$ cat src/rtl/bus_monitor_core_if.sv
// A8 bus-side signal bundle: the sampled phi2 clock and the four timing strobes.
`timescale 1ns/1ps
interface bus_monitor_core_if;
  logic a8_clk;
  logic a8_addr_strobe;
  logic a8_write_strobe;
  logic a8_read_strobe;
  logic a8_clk_falling;

  // master drives the A8 clock and consumes strobes; slave is the monitor itself
  modport master (
    output a8_clk,
    input  a8_addr_strobe,
    input  a8_write_strobe,
    input  a8_read_strobe,
    input  a8_clk_falling
  );

  modport slave (
    input  a8_clk,
    output a8_addr_strobe,
    output a8_write_strobe,
    output a8_read_strobe,
    output a8_clk_falling
  );
endinterface

$ cat src/rtl/bus_monitor_core.sv
// Synchronises A8 phi2 into the FPGA clock domain and emits single-cycle strobes
// marking address-valid, write-data-valid and read-deadline points of each A8 cycle.
`timescale 1ns/1ps
module bus_monitor_core #(
  parameter int ADDR_CYCLES  = 32,
  parameter int WRITE_CYCLES = 81,
  parameter int READ_CYCLES  = 94
) (
  input  logic              clk,
  input  logic              a8_rst_n,
  bus_monitor_core_if.slave bus
);

  // Strobes are registered, so each decode matches one count earlier than its output cycle.
  localparam logic [7:0] ADDR_HIT  = 8'(ADDR_CYCLES - 1);
  localparam logic [7:0] WRITE_HIT = 8'(WRITE_CYCLES - 1);
  localparam logic [7:0] READ_HIT  = 8'(READ_CYCLES - 1);
  localparam logic [7:0] CNT_MAX   = 8'hFF;

  logic       s1_q, s1_d;
  logic       s2_q, s2_d;
  logic       s3_q, s3_d;
  logic [7:0] cnt_q, cnt_d;
  logic       active_q, active_d;
  logic       fall_q, fall_d;
  logic       addr_q, addr_d;
  logic       write_q, write_d;
  logic       read_q, read_d;
  logic       fall_det;

  always_comb begin
    s1_d     = bus.a8_clk;
    s2_d     = s1_q;
    s3_d     = s2_q;
    fall_det = s3_q & ~s2_q;

    cnt_d    = cnt_q;
    active_d = active_q;
    if (fall_det) begin
      cnt_d    = '0;
      active_d = 1'b1;
    end else if (active_q && (cnt_q != CNT_MAX)) begin
      cnt_d = cnt_q + 8'd1;
    end

    // A new edge wins over any strobe landing on the same cycle.
    fall_d  = fall_det;
    addr_d  = active_q & ~fall_det & (cnt_q == ADDR_HIT);
    write_d = active_q & ~fall_det & (cnt_q == WRITE_HIT);
    read_d  = active_q & ~fall_det & (cnt_q == READ_HIT);
  end

  always_ff @(posedge clk or negedge a8_rst_n) begin
    if (!a8_rst_n) begin
      s1_q     <= 1'b0;
      s2_q     <= 1'b0;
      s3_q     <= 1'b0;
      cnt_q    <= '0;
      active_q <= 1'b0;
      fall_q   <= 1'b0;
      addr_q   <= 1'b0;
      write_q  <= 1'b0;
      read_q   <= 1'b0;
    end else begin
      s1_q     <= s1_d;
      s2_q     <= s2_d;
      s3_q     <= s3_d;
      cnt_q    <= cnt_d;
      active_q <= active_d;
      fall_q   <= fall_d;
      addr_q   <= addr_d;
      write_q  <= write_d;
      read_q   <= read_d;
    end
  end

  assign bus.a8_clk_falling  = fall_q;
  assign bus.a8_addr_strobe  = addr_q;
  assign bus.a8_write_strobe = write_q;
  assign bus.a8_read_strobe  = read_q;

endmodule

$ cat src/flat_wrapper.sv
// flat-port wrapper written by rule: the top's interface ports become plain ports
module bus_monitor_core_flat 
#(
  parameter int ADDR_CYCLES  = 32,
  parameter int WRITE_CYCLES = 81,
  parameter int READ_CYCLES  = 94
)
  (clk, a8_rst_n, bus_a8_clk, bus_a8_addr_strobe, bus_a8_write_strobe, bus_a8_read_strobe, bus_a8_clk_falling);
  bus_monitor_core_if bus_i ();
  input  logic clk;
  input  logic a8_rst_n;
  input wire logic [$bits(bus_i.a8_clk)-1:0] bus_a8_clk;
  output wire logic [$bits(bus_i.a8_addr_strobe)-1:0] bus_a8_addr_strobe;
  output wire logic [$bits(bus_i.a8_write_strobe)-1:0] bus_a8_write_strobe;
  output wire logic [$bits(bus_i.a8_read_strobe)-1:0] bus_a8_read_strobe;
  output wire logic [$bits(bus_i.a8_clk_falling)-1:0] bus_a8_clk_falling;
  assign bus_i.a8_clk = bus_a8_clk;
  assign bus_a8_addr_strobe = bus_i.a8_addr_strobe;
  assign bus_a8_write_strobe = bus_i.a8_write_strobe;
  assign bus_a8_read_strobe = bus_i.a8_read_strobe;
  assign bus_a8_clk_falling = bus_i.a8_clk_falling;
  bus_monitor_core #(.ADDR_CYCLES(ADDR_CYCLES), .WRITE_CYCLES(WRITE_CYCLES), .READ_CYCLES(READ_CYCLES)) u_core (.clk(clk), .a8_rst_n(a8_rst_n), .bus(bus_i));
endmodule
$ cat config.mk
export PLATFORM = sky130hd
export DESIGN_NAME = bus_monitor_core_flat
export DESIGN_NICKNAME = d
export VERILOG_FILES = /design/src/rtl/bus_monitor_core_if.sv /design/src/rtl/bus_monitor_core.sv /design/src/flat_wrapper.sv
export SDC_FILE = /design/constraint.sdc
export NUM_CORES = 1
export LEC_CHECK = 0
export ABC_AREA = 1
export CAP_MARGIN = 0
export CORE_AREA = 2 2 70 45
export CTS_BUF_LIST = sky130_fd_sc_hd__clkbuf_8
export CTS_CLUSTER_DIAMETER = 60
export DETAILED_ROUTE_END_ITERATION = 10
export DIE_AREA = 0 0 72 47
export SLEW_MARGIN = 20
export SYNTH_ARGS = -nofsm -noshare
export SYNTH_HDL_FRONTEND = slang
export SYNTH_SLANG_ARGS = --single-unit
$ cat constraint.sdc
create_clock -name clk -period 2.5 [get_ports clk]
set_input_delay 0.75 -clock clk [delete_from_list [all_inputs] [get_ports clk]]
set_output_delay 0.75 -clock clk [all_outputs]
set_load 0.01 [all_outputs]
# ---- Word-level counts from Yosys, hierarchy flattened
# Cells that the tools add are included.
# Widths: inputs -> output; s select.
dict set report totals {
  register_bits 16
  input_bits 3
  out_inout_bits 4
  word_cells 25
}
dict set report classes {
  addsub 1
  n_eq_ne 4
  mux 2
  bitwise 7
  reduce_logical 2
}
# op n
set ops {}
lappend ops {{$eq 8x7->1 const B} 2}
lappend ops {{$mux 8} 2}
lappend ops {{$add 8x1->8 const B} 1}
lappend ops {{$eq 8x5->1 const B} 1}
lappend ops {{$ne 8x8->1 const B} 1}
lappend ops {{$and 1x1->1} 5}
lappend ops {{$not 1->1} 2}
lappend ops {{$reduce_bool 2->1} 1}
lappend ops {{$logic_and 1x1->1} 1}

# ---- Depth between registers and ports, before layout
# Gate-level depths: netlist of the first run.
dict set report depth {
  word_depth 5
  mapped_depth 9
  depth_no_buf 9
}

# ---- Worst setup path after synthesis of the first run
# OpenSTA, ideal clock, no wires.
dict set report synth_timing {
  path_type {reg2reg}
  startpoint {reg u_core.cnt_q[0]}
  endpoint {reg u_core.cnt_q[7]}
  setup_ps 119
  t_arrival_ps 1112
  t_required_ps 2381
  path_slack_ps 1270
  stages_incl_launch_ff 10
  n_path_buf 0
  period_less_slack_ps 1230
  cell_sequence {dfrtp_1 ha_1 nand2_1 nor2_2 nand2_2 nand2_2 nand2_4 clkinv_2 nand2_1 nand2_1}
}
dict set report synth_between {
  elab_chain_len 3
  elab_cells_between_ends 6
  cone_classes {add/sub: 1; eq/ne: 1; mux: 2; reduce/logical: 2}
}
# item line
set synth_lines {}
lappend synth_lines {{from (decl)} bus_monitor_core.sv:23} ;# logic [7:0] cnt_q, cnt_d;
lappend synth_lines {{from (signal assigned)} bus_monitor_core.sv:68} ;# cnt_q <= cnt_d;
lappend synth_lines {{$add 8x1->8 or $ne 8x8->1 (tied branches)} {bus_monitor_core.sv:43, bus_monitor_core.sv:42}}
lappend synth_lines {{$mux 8 or $logic_and 1x1->1 (tied branches)} bus_monitor_core.sv:42} ;# end else if (active_q && (cnt_q != CNT_MAX)) begin
lappend synth_lines {{$mux 8 or $reduce_bool 2->1 (tied branches)} -}
# Several ways; a longest one is shown, not always the timed one. The select of a mux whose other input is x is not followed.
# A chain may end at the register's enable or synchronous reset.

# ---- Worst setup path after layout of the first run
dict set report layout_timing {
  startpoint {reg u_core.read_q (netlist: u_core.bus.a8_read_strobe)}
  endpoint {out bus_a8_read_strobe}
}
# item line
set layout_rtl {}
lappend layout_rtl {{from (decl)} bus_monitor_core.sv:28} ;# logic read_q, read_d;
lappend layout_rtl {{from (signal assigned)} bus_monitor_core.sv:73} ;# read_q <= read_d;
lappend layout_rtl {{to (decl)} flat_wrapper.sv:15} ;# output wire logic [$bits(bus_i.a8_read_strobe)-1:0] bus_a8_read_strobe;
# No word-level cell between the ends.

==> results of run 1 <==
==> state kept, by name, indices dropped and copies added, names as in the netlist <==
signal and cells:
u_core.s3_q 1, u_core.bus.a8_read_strobe 1, u_core.s1_q 1, u_core.cnt_q 8, u_core.active_q 1, u_core.bus.a8_clk_falling 1, u_core.bus.a8_write_strobe 1, u_core.bus.a8_addr_strobe 1
u_core.s2_q 1
==> cell type report <==
type	count	area share [%]
timing repair buffer	6	6.38
tap	34	4.52
sequential	16	42.6
clock buffer	4	5.85
multi-input combinational	67	35.8
inverter	12	4.92
==> cells in the mapped netlist (2+ instances only) <==
cell type                 instances  area share, %
sky130_fd_sc_hd__a21oi_1          2            1.3
sky130_fd_sc_hd__dfrtp_1         16             51
sky130_fd_sc_hd__ha_1             3            4.8
sky130_fd_sc_hd__inv_1           11            5.2
sky130_fd_sc_hd__nand2_1         29             14
sky130_fd_sc_hd__nand2_2          3            2.4
sky130_fd_sc_hd__nand3_1          8            5.1
sky130_fd_sc_hd__nand4_1          2            1.6
sky130_fd_sc_hd__nor2_1           6            2.9
sky130_fd_sc_hd__nor3_1           4            2.5
sky130_fd_sc_hd__o21ai_0          2            1.3
sky130_fd_sc_hd__o21ai_1          4            2.5
==> metrics by stage <==
step           area, um^2  utilization (%)  worst slack (ns)
2_1_floorplan         788                -              1.27
3_3_place_gp          886             32.1             0.803
3_5_place_dp          886             32.1             0.771
4_1_cts               941             34.1             0.610
5_1_grt               941             34.1             0.598
6_report              941             34.1             0.624
==> cell usage in the layout (no fill, tap or decap), drive strengths merged <==
master         count
nand3b             1
nand2             33
a21oi              2
clkdlybuf4s50      6
nand4              2
nor3               4
clkinv             1
nand3              8
dfrtp             16
ha                 3
inv               11
nor2               8
clkbuf             4
o21ai              6
==> worst reg2reg max path, stage by stage, from the launching register on <==
cell and delay (ns):
sky130_fd_sc_hd__dfrtp_1 0.41, sky130_fd_sc_hd__ha_1 0.23, sky130_fd_sc_hd__nand2_1 0.12, sky130_fd_sc_hd__nor2_2 0.08
sky130_fd_sc_hd__a21oi_1 0.37, sky130_fd_sc_hd__nand3_1 0.11, sky130_fd_sc_hd__o21ai_1 0.09
==> power groups by stage <==
stage / logic (uW) / clock network (uW) / registers, uW
floorplan: 101 / 0 / 316
global placement: 112 / 0 / 334
detailed placement: 113 / 0 / 338
CTS: 114 / 239 / 332
global route: 135 / 247 / 341
finish: 113 / 231 / 333
==> logic make-up after synthesis <==
family | Yosys count | synth area share, %
simple gates | 56 | 32.9
buf+inv | 13 | 6.51
fa+ha+maj | 3 | 4.76
flops | 16 | 50.8
compound gates | 8 | 5.08
==> worst max-delay path by stage <==
stage,endpoint,depth (start not counted)
detailed placement,u_core.cnt_q[3],1
CTS,bus_a8_read_strobe,1
floorplan,u_core.cnt_q[7],9
global route,bus_a8_read_strobe,1
global placement,u_core.cnt_q[0],1
finish,bus_a8_read_strobe,1
==> per-layer routing <==
| metal | GRT usage, % | part of all wire [%] | vias up |
|---|---|---|---|
| met2 | 13.5 | 37 | 24 |
| met5 | 0 | 0 | - |
| met4 | 3.40 | 0.86 | 0 |
| li1 | - | - | 320 |
| met3 | 4.94 | 11 | 2 |
| met1 | 17.3 | 51 | 287 |
==> results, run 1 <==
- Setup repair after global routing left no endpoint under its margin.
- The per-cell routed wire length is about 12 um.
- In the final timing run, aggregate negative setup slack is 0 ns.
- On the worst path, the slowest cell contributes a delay of 0.53 ns.
- The CTS tree is done.
- The initial standard-cell utilization of the core is 28.6%.
- From bottom edge to top edge, the die measures around 47 um.
- The type of element launching the critical path is a flop.
- The number of vias in the routed layout is 633.
- The floorplan has 15 rows.
- Per report_power, the combinational group accounts for 16.7% of the total.
- The commonest register cell after synthesis is sky130_fd_sc_hd__dfrtp_1.
- Of the total power, the clock network draws 34.1%.
- The largest individual stage delay along the critical path comes from the cell sky130_fd_sc_hd__clkdlybuf4s50_1.
- The clock tree buffer depth is 2.
- Yosys mapped a number of flops with a built-in enable equal to 0.
- In the final layout, the multi-input gates occupy 337 um^2.
- The transition time at the pin with the least slew margin is 0.710 ns.
- The worst relative slew slack is 52.5%.
- 7 I/O pins were placed.
- For this design, the CTS-stage hold fixing added 0 buffers.
- Summed over all nets, the switching power comes to 204 uW.
- The largest net degree at the start of global routing is 17.
- The worst-case IR drop observed on VDD is between 400 and 500 uV.
- Fill cells in the final layout number roughly 280.
- The maximum net fanout on the critical path is 1.
- The sequential-to-total area share from yosys stat is ~51%.
- The worst register-to-register path begins at u_core.cnt_q[0].
- The worst slack on hold paths is 0.356 ns.
- The total clock sinks is 16.
- For flop-to-flop paths, the worst setup slack is 1.02 ns.
- The synthesized netlist net count is approximately 100.
- Wires add up to 1630 um.
- The clock latency on the worst-skew pair is 0.25 ns.
- The setup-violating endpoint count in the final report is 0.
- Measured in cells, the most critical reg-to-reg path has a length of 6.
- The design draws 677 uW.
- The total track usage is 11.2%.
- The total overflow reported by the global router is 0.
- The sequential cell area is 400 um^2.
- Yosys printed 0 warnings.
- The number of H-tree levels is 1.
- The worst setup path category is flop to output pin.
- The routed via count divided by cell count is approximately 4.6.
- The number of buffers inserted to repair setup after CTS is 0.
- From synthesis to final layout, the design area changed by 19.4%.
- The clock tree skew after final layout is around 0.0033 ns.
- The origin of the worst setup path is u_core.bus.a8_read_strobe.
- The startpoint identified for the worst hold timing path is u_core.s1_q.
- The max-cap violation count is 0.
- The cell depth of the worst min-delay path is 0.
- The first global-routing pass estimated 2650 um of wire.
- In this run the remaining antenna-violating nets after routing total 0.
- For this run, design rule violations remaining after detail routing come to 0.
- The end of the worst hold path is u_core.s2_q.
- The critical path goes through clkdlybuf4s50_1.
- The leakage power total is ~0.00045 uW.
- After layout, the worst path uses 75.1% of the clock period.
- The flow ran to the end, and the final reports show no timing, DRC or antenna violations.
- Leaving out filler cells and counting taps, the final layout contains 139.
- The number of antenna violations at the first check in global routing is 0.
- In this run, the number of DRC markers left after iteration 0 of detailed routing was 41.
- After synthesis, the netlist uses 18 different library cells.
- The die area is approximately 0.0034 mm^2.
- The mapped netlist covers 788 um^2.
- The data required time at the worst endpoint is 1.75 ns.
- Cells with a size suffix above 1 make up between 10% and 20% of the layout.
- The total core area is between 0.002 and 0.003 mm^2.
- The final hold violation count was 0.
- The die boundary width is between 70 and 80 um.
- After synthesis, the share of flip-flops with an asynchronous set or reset is 100%.
- The register bit total from synthesis is 16.
- Once the clock tree was built, the resizer swapped 0 gates to a different size.
- After synthesis, the mean cell area works out to ~8 um^2.
- The worst register-to-register path ends at u_core.cnt_q[6].
- Once placement completed, the tool counted placed cells totaling about 140.
- The repair_antennas step left the layout with diodes totalling 0.
- The internal cell power is 473 uW.
- The ratio of total power to cell area is 720 mW/mm^2.
- After clock tree synthesis, the clock-pin slew on the worst setup and hold paths is 0.07 ns.
- The first TritonRoute pass finished after 4 iterations.
- The global placer's final weighted congestion is 0.863.
- The number of port buffers is 6.
- The number of global-route vias before repair is 512.
- Data arrives at the worst endpoint at 1.13 ns.
- The worst hold path class is flop to flop.
- The root buffer selected by CTS is sky130_fd_sc_hd__clkbuf_8.
- Together, buffers and inverters on the worst path number 1.
- The max-slew violation count is 0.
- STA classifies the critical path endpoint as an output pin.
- Derived from the worst setup path, the maximum achievable clock frequency is around 0.53 GHz.
- The synthesized netlist cell count is 96.
- Counting I/O delays and the setup requirement, the final critical path takes approximately 1.9 ns.
- The family with the most delay on the worst path is buffers and inverters.
- The number of CTS-inserted buffers is 3.
- Detailed placement ended at an HPWL of 1230 um.
- Of the total power, registers draw between 40% and 50%.
- The switching share of power is 30.2%.
- The net count of the finished layout is 112.
No activity file was read; power rests on OpenSTA's default activity.
==> inputs of run 2 (changes only) <==
Clock period 2.5 ns to 1.68 ns, I/O delays scaled along.
==> run 2 against run 1 <==
Against the previous run: combinational power grew 53%; via count up 2.4%; final cell count grew 0.72%; flip-flop and latch count is the same; design area rose by 0.80%; routed wire length down 2.9%; worst hold slack got worse by 0.0063 ns; first-iteration DRC count grew 37%; largest cell class unchanged; clock power rose by 49%; clock skew decreased by 0.0019 ns.
==> results, run 2 (same netlist as run 1, synthesis figures left out) <==
- The switching share of power is 30.4% (was 30.2%).
- The number of CTS-inserted buffers is 3 (unchanged).
- The internal cell power is 705 uW (was 473 uW).
- The cell total after placement is 136 (was 135).
- The ratio of total power to cell area is 1070 mW/mm^2 (was 720 mW/mm^2).
- The final setup slack of the worst path came to 0.0768 ns (was 0.624 ns).
- The net load switching power came to 308 uW (was 204 uW).
- The initial detailed-routing violation count is 56 (was 41).
- The number of antenna violations at the first check in global routing is 0 (unchanged).
- The beginning of the worst register-to-register path is u_core.cnt_q[0] (unchanged).
- The max-cap violation count came to 0 (unchanged).
- The number of buffers inserted for hold repair after clock tree synthesis is 0 (unchanged).
- The initial standard-cell utilization of the core was 28.6% (unchanged).
- The data required time at the worst endpoint is 1.18 ns (was 1.75 ns).
- The total core area is 0.00276 mm^2 (unchanged).
- The post-layout total power is 1010 uW (was 677 uW).
- The placement-stage worst setup slack is 0.288 ns (was 0.771 ns).
- The final clock period utilization by the worst path is 95.4%.
- The critical path's largest stage delay came to 0.53 ns (about the same).
- The post-CTS clock slew at the launch and capture registers of the worst setup and hold paths is 0.06 ns (was 0.07 ns).
- The die area is 0.00338 mm^2 (unchanged).
- The first-pass GRT wire length is 2580 um (was 2650 um).
- Run status: finished, final reports clean (unchanged).
- The setup-violating endpoint count in the final report is 0 (unchanged).
- The share of total power in combinational logic is 17.1% (was 16.7%).
- The number of rows in the core area came to 15 (unchanged).
- The setup total negative slack is 0 ns (unchanged).
- The source of the worst hold timing path is u_core.s1_q (unchanged).
- The per-cell routed wire length was 11.3 um (was 11.7 um).
- The worst hold path class is flop to flop (unchanged).
- The worst slack on hold paths is 0.349 ns (was 0.356 ns).
- The most common cell after layout, fill and taps aside is sky130_fd_sc_hd__nand2_1 (unchanged).
- Most frequent cells in the layout: sky130_fd_sc_hd__nand2_1, sky130_fd_sc_hd__dfrtp_1, sky130_fd_sc_hd__inv_1 (unchanged).
- The height of the die was 47 um (unchanged).
- The worst relative slew slack was 75.8% (was 52.5%).
- The leakage power total is 0.000458 uW (was 0.000454 uW).
- The layout overhead on the synthesized area is 20.3% (was 19.4%).
- The sequential share of power is 48.8% (was 49.2%).
- The type of element launching the critical path was a flop (unchanged).
- The number of H-tree levels is 1 (unchanged).
- The number of vias in the routed layout is 648 (was 633).
- The family with the most delay on the worst path is buffers and inverters (unchanged).
- The placed wire-length estimate after detailed placement came to 1180 um (was 1230 um).
- The critical path capture point type is an output pin (unchanged).
- The root buffer selected by CTS is sky130_fd_sc_hd__clkbuf_8 (unchanged).
- The clock latency on the worst-skew pair is 0.25 ns (about the same).
- The transition time at the pin with the least slew margin is 0.364 ns (was 0.710 ns).
- The global placer's final weighted congestion came to 0.831 (was 0.863).
- The critical path arrival is 1.10 ns (was 1.13 ns).
- The worst-path cell with the longest stage delay was sky130_fd_sc_hd__clkdlybuf4s50_1 (unchanged).
- The number of port buffers is 6 (unchanged).
- The top-level port count was 7 (unchanged).
- The sum of buffers and inverters on the critical path is 1 (unchanged).
- The number of flip-flops under the largest register name is 8 (unchanged).
- The DRC violation count after routing came to 0 (unchanged).
- The number of global-route vias before repair came to 524 (was 512).
- Unrepaired setup endpoints after global routing: false (unchanged).
- The upper clock frequency limit is 0.624 GHz.
- The max-slew violation count is 0 (unchanged).
- The maximum net fanout on the critical path is 1 (unchanged).
- The clock tree skew after final layout is 0.00146 ns (was 0.00331 ns).
- The routed via count divided by cell count is 4.63 (was 4.55).
- The worst setup path category is flop to output pin (unchanged).
- The total clock sinks is 16 (unchanged).
- The clock tree buffer depth was 2 (unchanged).
- Critical Path, Cell by Cell: clkdlybuf4s50_1 (unchanged).
- The count of TritonRoute iterations in the first routing pass came to 4 (unchanged).
- The die boundary width is 72 um (unchanged).
- The number of inserted diodes was 0 (unchanged).
- The clock power share is 34.1% (about the same).
- The quantity of gates resized following cts is 0 (unchanged).
- The total overflow reported by the global router is 0 (unchanged).
- The register with the highest flop count is u_core.cnt_q (unchanged).
- The final hold violation count is 0 (unchanged).
- The number of buffers inserted to repair setup after CTS is 0 (unchanged).
- The count of antenna-violating nets left after detailed routing is 0 (unchanged).
- The endpoint of the worst-slack reg-to-reg timing path is u_core.cnt_q[6] (unchanged).
- The CTS tree was done (unchanged).
- After layout, the minimum clock period comes to 1.60 ns.
- The worst-case vdd ir drop is 483 uV (was 414 uV).
- The worst-case reg-to-reg path depth is 6 (unchanged).
- The number of non-filler instances in the completed layout is 140 (was 139).
- The cell depth of the worst min-delay path is 0 (unchanged).
- The end of the worst hold path is u_core.s2_q (unchanged).
- The share of cells above drive strength 1 came to 11.3% (was 10.5%).
- The routed wire length came to 1580 um (was 1630 um).
- The worst setup slack for register-to-register paths came to 0.24 ns (was 1.02 ns).
- The total track usage is 10.9% (was 11.2%).
- The largest net degree at the start of global routing is 17 (unchanged).
- The number of nets in the layout is 113 (was 112).
run 2: cell count changes in the layout (fill, tap and decap cells not counted):
cell and change:
sky130_fd_sc_hd__buf_4 +1
run 2: worst max path at each step:
stage | start | cells after the start | end
finish | u_core.bus.a8_write_strobe | 1 | bus_a8_write_strobe
global route | u_core.bus.a8_clk_falling | 1 | bus_a8_clk_falling
CTS | u_core.bus.a8_write_strobe | 1 | bus_a8_write_strobe
detailed placement | u_core.cnt_q[0] | 9 | u_core.cnt_q[2]
global placement | u_core.cnt_q[0] | 9 | u_core.cnt_q[2]
floorplan | u_core.cnt_q[0] | 9 | u_core.cnt_q[7]
run 2: metrics by stage:
stage          utilization [%]  instance area (um^2)
5_1_grt                   34.4                   948
2_1_floorplan                -                   788
6_report                  34.4                   948
3_3_place_gp              32.4                   893
4_1_cts                   34.4                   948
3_5_place_dp              32.4                   893
run 2: metal layers:
metal	GRT usage, %	routed length, um	up-vias
li1	-	-	327
met1	16.5	853	298
met2	12.6	583	21
met3	5.15	129	2
met4	4.53	18	0
met5	0	0	-
run 2: final cells by class:
class                      instances  area [um^2]
fill                             279         1810
sequential                        16          400
multi-input combinational         67          337
timing repair buffer               7         67.6
clock buffer                       4         55.1
inverter                          12         46.3
tap                               34         42.5
run 2: power by group through the flow:
| stage | clock network (uW) | logic (uW) | registers, uW |
|---|---|---|---|
| final | 345 | 173 | 494 |
| after global routing | 373 | 199 | 498 |
| after CTS | 352 | 174 | 492 |
| after detailed placement | 0 | 173 | 499 |
| after global placement | 0 | 177 | 496 |
| after floorplan | 0 | 151 | 470 |
==> inputs of run 3 (changes only) <==
Clock period 1.68 ns to 1.4 ns, I/O delays scaled along.
==> run 3 against run 2 <==
Against the previous run: power up 27%; final cell count up 4.3%; critical path depth unchanged; first-iteration DRC count down 77%; count of clock-buffer cells in the layout unchanged; utilization up 1.6 points; register-to-register slack worse by 0.14 ns; critical endpoint is now bus_a8_addr_strobe; largest cell class unchanged; largest power group unchanged; highest routed layer unchanged.
==> results, run 3 (same netlist as run 1, synthesis figures left out) <==
- Run status: finished, final reports clean (unchanged).
- The total clock sinks is 16 (unchanged).
- The critical path capture point type is an output pin (unchanged).
- The worst-case vdd ir drop is 538 uV (was 483 uV).
- The endpoint of the worst-slack reg-to-reg timing path is u_core.cnt_q[6] (unchanged).
- The number of CTS-inserted buffers is 3 (unchanged).
- The initial standard-cell utilization of the core is 28.6% (unchanged).
- The post-CTS clock slew at the launch and capture registers of the worst setup and hold paths came to 0.07 ns (was 0.06 ns).
- The sum of buffers and inverters on the critical path came to 1 (unchanged).
- The sequential cell area is 400 um^2 (unchanged).
- The count of antenna-violating nets left after detailed routing is 0 (unchanged).
- The worst setup path category is flop to output pin (unchanged).
- The total overflow reported by the global router is 0 (unchanged).
- The most common cell after layout, fill and taps aside is sky130_fd_sc_hd__nand2_1 (unchanged).
- The maximum net fanout on the critical path is 1 (unchanged).
- The clock tree buffer depth was 2 (unchanged).
- The cell depth of the worst min-delay path is 0 (unchanged).
- The number of inserted diodes came to 0 (unchanged).
- The placed wire-length estimate after detailed placement was 1240 um (was 1180 um).
- Unrepaired setup endpoints after global routing: false (unchanged).
- Critical Path, Cell by Cell: dlygate4sd2_1 (was clkdlybuf4s50_1).
- The first-pass GRT wire length is 2820 um (was 2580 um).
- The routed via count divided by cell count is 4.52 (was 4.63).
- The post-route cell area is 993 um^2 (was 948 um^2).
- The multi-input gate area in the final layout is 342 um^2 (was 337 um^2).
- The post-detailed-placement cell area is 931 um^2 (was 893 um^2).
- The upper clock frequency limit is 0.766 GHz.
- The number of port buffers is 6 (unchanged).
- The worst setup slack for register-to-register paths is 0.10 ns (was 0.24 ns).
- The ratio of total power to cell area is 1290 mW/mm^2 (was 1070 mW/mm^2).
- The total track usage was 11.7% (was 10.9%).
- The count of TritonRoute iterations in the first routing pass is 4 (unchanged).
- The max-cap violation count was 0 (unchanged).
- The clock tree skew after final layout is 0.00412 ns (was 0.00146 ns).
- The largest net degree at the start of global routing is 17 (unchanged).
- The root buffer selected by CTS is sky130_fd_sc_hd__clkbuf_8 (unchanged).
- The number of antenna violations at the first check in global routing was 0 (unchanged).
- The critical path arrival is 0.89 ns (was 1.10 ns).
- The number of vias in the routed layout was 660 (was 648).
- The share of cells above drive strength 1 is 17.9% (was 11.3%).
- The CTS tree is done (unchanged).
- The initial detailed-routing violation count is 13 (was 56).
- The minimum clock period is 1.31 ns.
- The number of flip-flops under the largest register name is 8 (unchanged).
- The setup total negative slack was 0 ns (unchanged).
- The family with the most delay on the worst path is flip-flops (was buffers and inverters).
- The per-cell routed wire length is 11.3 um (about the same).
- The number of rows in the core area came to 15 (unchanged).
- The die boundary width is 72 um (unchanged).
- The setup-violating endpoint count in the final report came to 0 (unchanged).
- The critical path's largest stage delay is 0.36 ns (was 0.53 ns).
- The number of global-route vias before repair is 594 (was 524).
- The final setup slack of the worst path is 0.0937 ns (was 0.0768 ns).
- The worst relative slew slack is 82.4% (was 75.8%).
- In the finished design, the share of the clock period the worst path needs comes to 93.3%.
- The worst-path cell with the longest stage delay is sky130_fd_sc_hd__dfrtp_1 (was sky130_fd_sc_hd__clkdlybuf4s50_1).
- The final hold violation count is 0 (unchanged).
- The number of H-tree levels is 1 (unchanged).
- The die area is 0.00338 mm^2 (unchanged).
- The routed wire length is 1660 um (was 1580 um).
- The leakage power total came to 0.000504 uW (was 0.000458 uW).
- The total core area is 0.00276 mm^2 (unchanged).
- The global placer's final weighted congestion is 0.894 (was 0.831).
- The clock latency on the worst-skew pair is 0.25 ns (about the same).
- The type of element launching the critical path is a flop (unchanged).
- The core utilization of the finished layout is 36.0% (was 34.4%).
- The DRC violation count after routing was 0 (unchanged).
- Most frequent cells in the layout: sky130_fd_sc_hd__nand2_1, sky130_fd_sc_hd__dfrtp_1, sky130_fd_sc_hd__inv_1 (unchanged).
- The placement-stage worst setup slack is 0.0716 ns (was 0.288 ns).
- The beginning of the worst register-to-register path was u_core.cnt_q[1] (was u_core.cnt_q[0]).
- The layout overhead on the synthesized area is 26.0% (was 20.3%).
- The data required time at the worst endpoint is 0.98 ns (was 1.18 ns).
- The end of the worst hold path is u_core.s2_q (unchanged).
- The top-level port count is 7 (unchanged).
- The number of buffers inserted for hold repair after clock tree synthesis is 0 (unchanged).
- The source of the worst hold timing path is u_core.s1_q (unchanged).
- The worst hold path class was flop to flop (unchanged).
- The transition time at the pin with the least slew margin is 0.264 ns (was 0.364 ns).
- The number of nets in the layout was 119 (was 113).
- The filler cell count was 281 (was 279).
- The register with the highest flop count is u_core.cnt_q (unchanged).
- The height of the die was 47 um (unchanged).
- The worst-case reg-to-reg path depth was 7 (was 6).
- The max-slew violation count came to 0 (unchanged).
## run 3: cell count changes in the layout (fill, tap and decap cells not counted)
cell,change
sky130_fd_sc_hd__nand2_1,-1
sky130_fd_sc_hd__ha_1,-1
sky130_fd_sc_hd__nand2_2,+1
sky130_fd_sc_hd__buf_4,+6
sky130_fd_sc_hd__dlygate4sd2_1,+4
sky130_fd_sc_hd__ha_2,+1
sky130_fd_sc_hd__clkdlybuf4s50_1,-4
## run 3: worst max-delay path by stage
stage,from,to,depth (start not counted)
after floorplan,u_core.cnt_q[0],u_core.cnt_q[7],9
after global placement,u_core.cnt_q[1],u_core.cnt_q[7],9
after detailed placement,u_core.cnt_q[1],u_core.cnt_q[7],9
after CTS,u_core.cnt_q[1],u_core.cnt_q[7],9
after global routing,u_core.cnt_q[1],u_core.cnt_q[7],9
final,u_core.bus.a8_addr_strobe,bus_a8_addr_strobe,1
## run 3: metal layers
metal  GRT usage, %  up-vias  wire [um]
li1               -      336          -
met3           5.15        2         69
met2           16.3        9        681
met1           16.2      313        896
met5              0        -          0
met4           4.15        0          7
## run 3: report_power, final
| group | switching, uW | total, uW | internal [uW] |
|---|---|---|---|
| clock network | 169 | 419 | 250 |
| logic | 169 | 295 | 126 |
| registers | 58.8 | 573 | 514 |
## run 3: area by class of cell
type | count | area share, %
Sequential cell | 16 | 40.3
Inverter | 12 | 4.66
Timing Repair Buffer | 13 | 10.8
Multi-Input combinational cell | 67 | 34.4
Clock buffer | 4 | 5.54
Tap cell | 34 | 4.28
## run 3: timing repair
| item | in CTS | in global routing |
|---|---|---|
| setup buffers | 0 | 1 |
| resized for setup | 4 | 2 |
| setup endpoints to repair | 4 | 6 |
| pin swaps | 0 | 1 |
## run 3: stage by stage
step / power [uW] / instances / hold WS (ns)
floorplan: 745 / 96 / 0.124
global placement: 838 / 141 / 0.336
detailed placement: 846 / 141 / 0.336
CTS: 1270 / 145 / 0.352
global route: 1380 / 146 / 0.355
finish: 1290 / 146 / 0.350
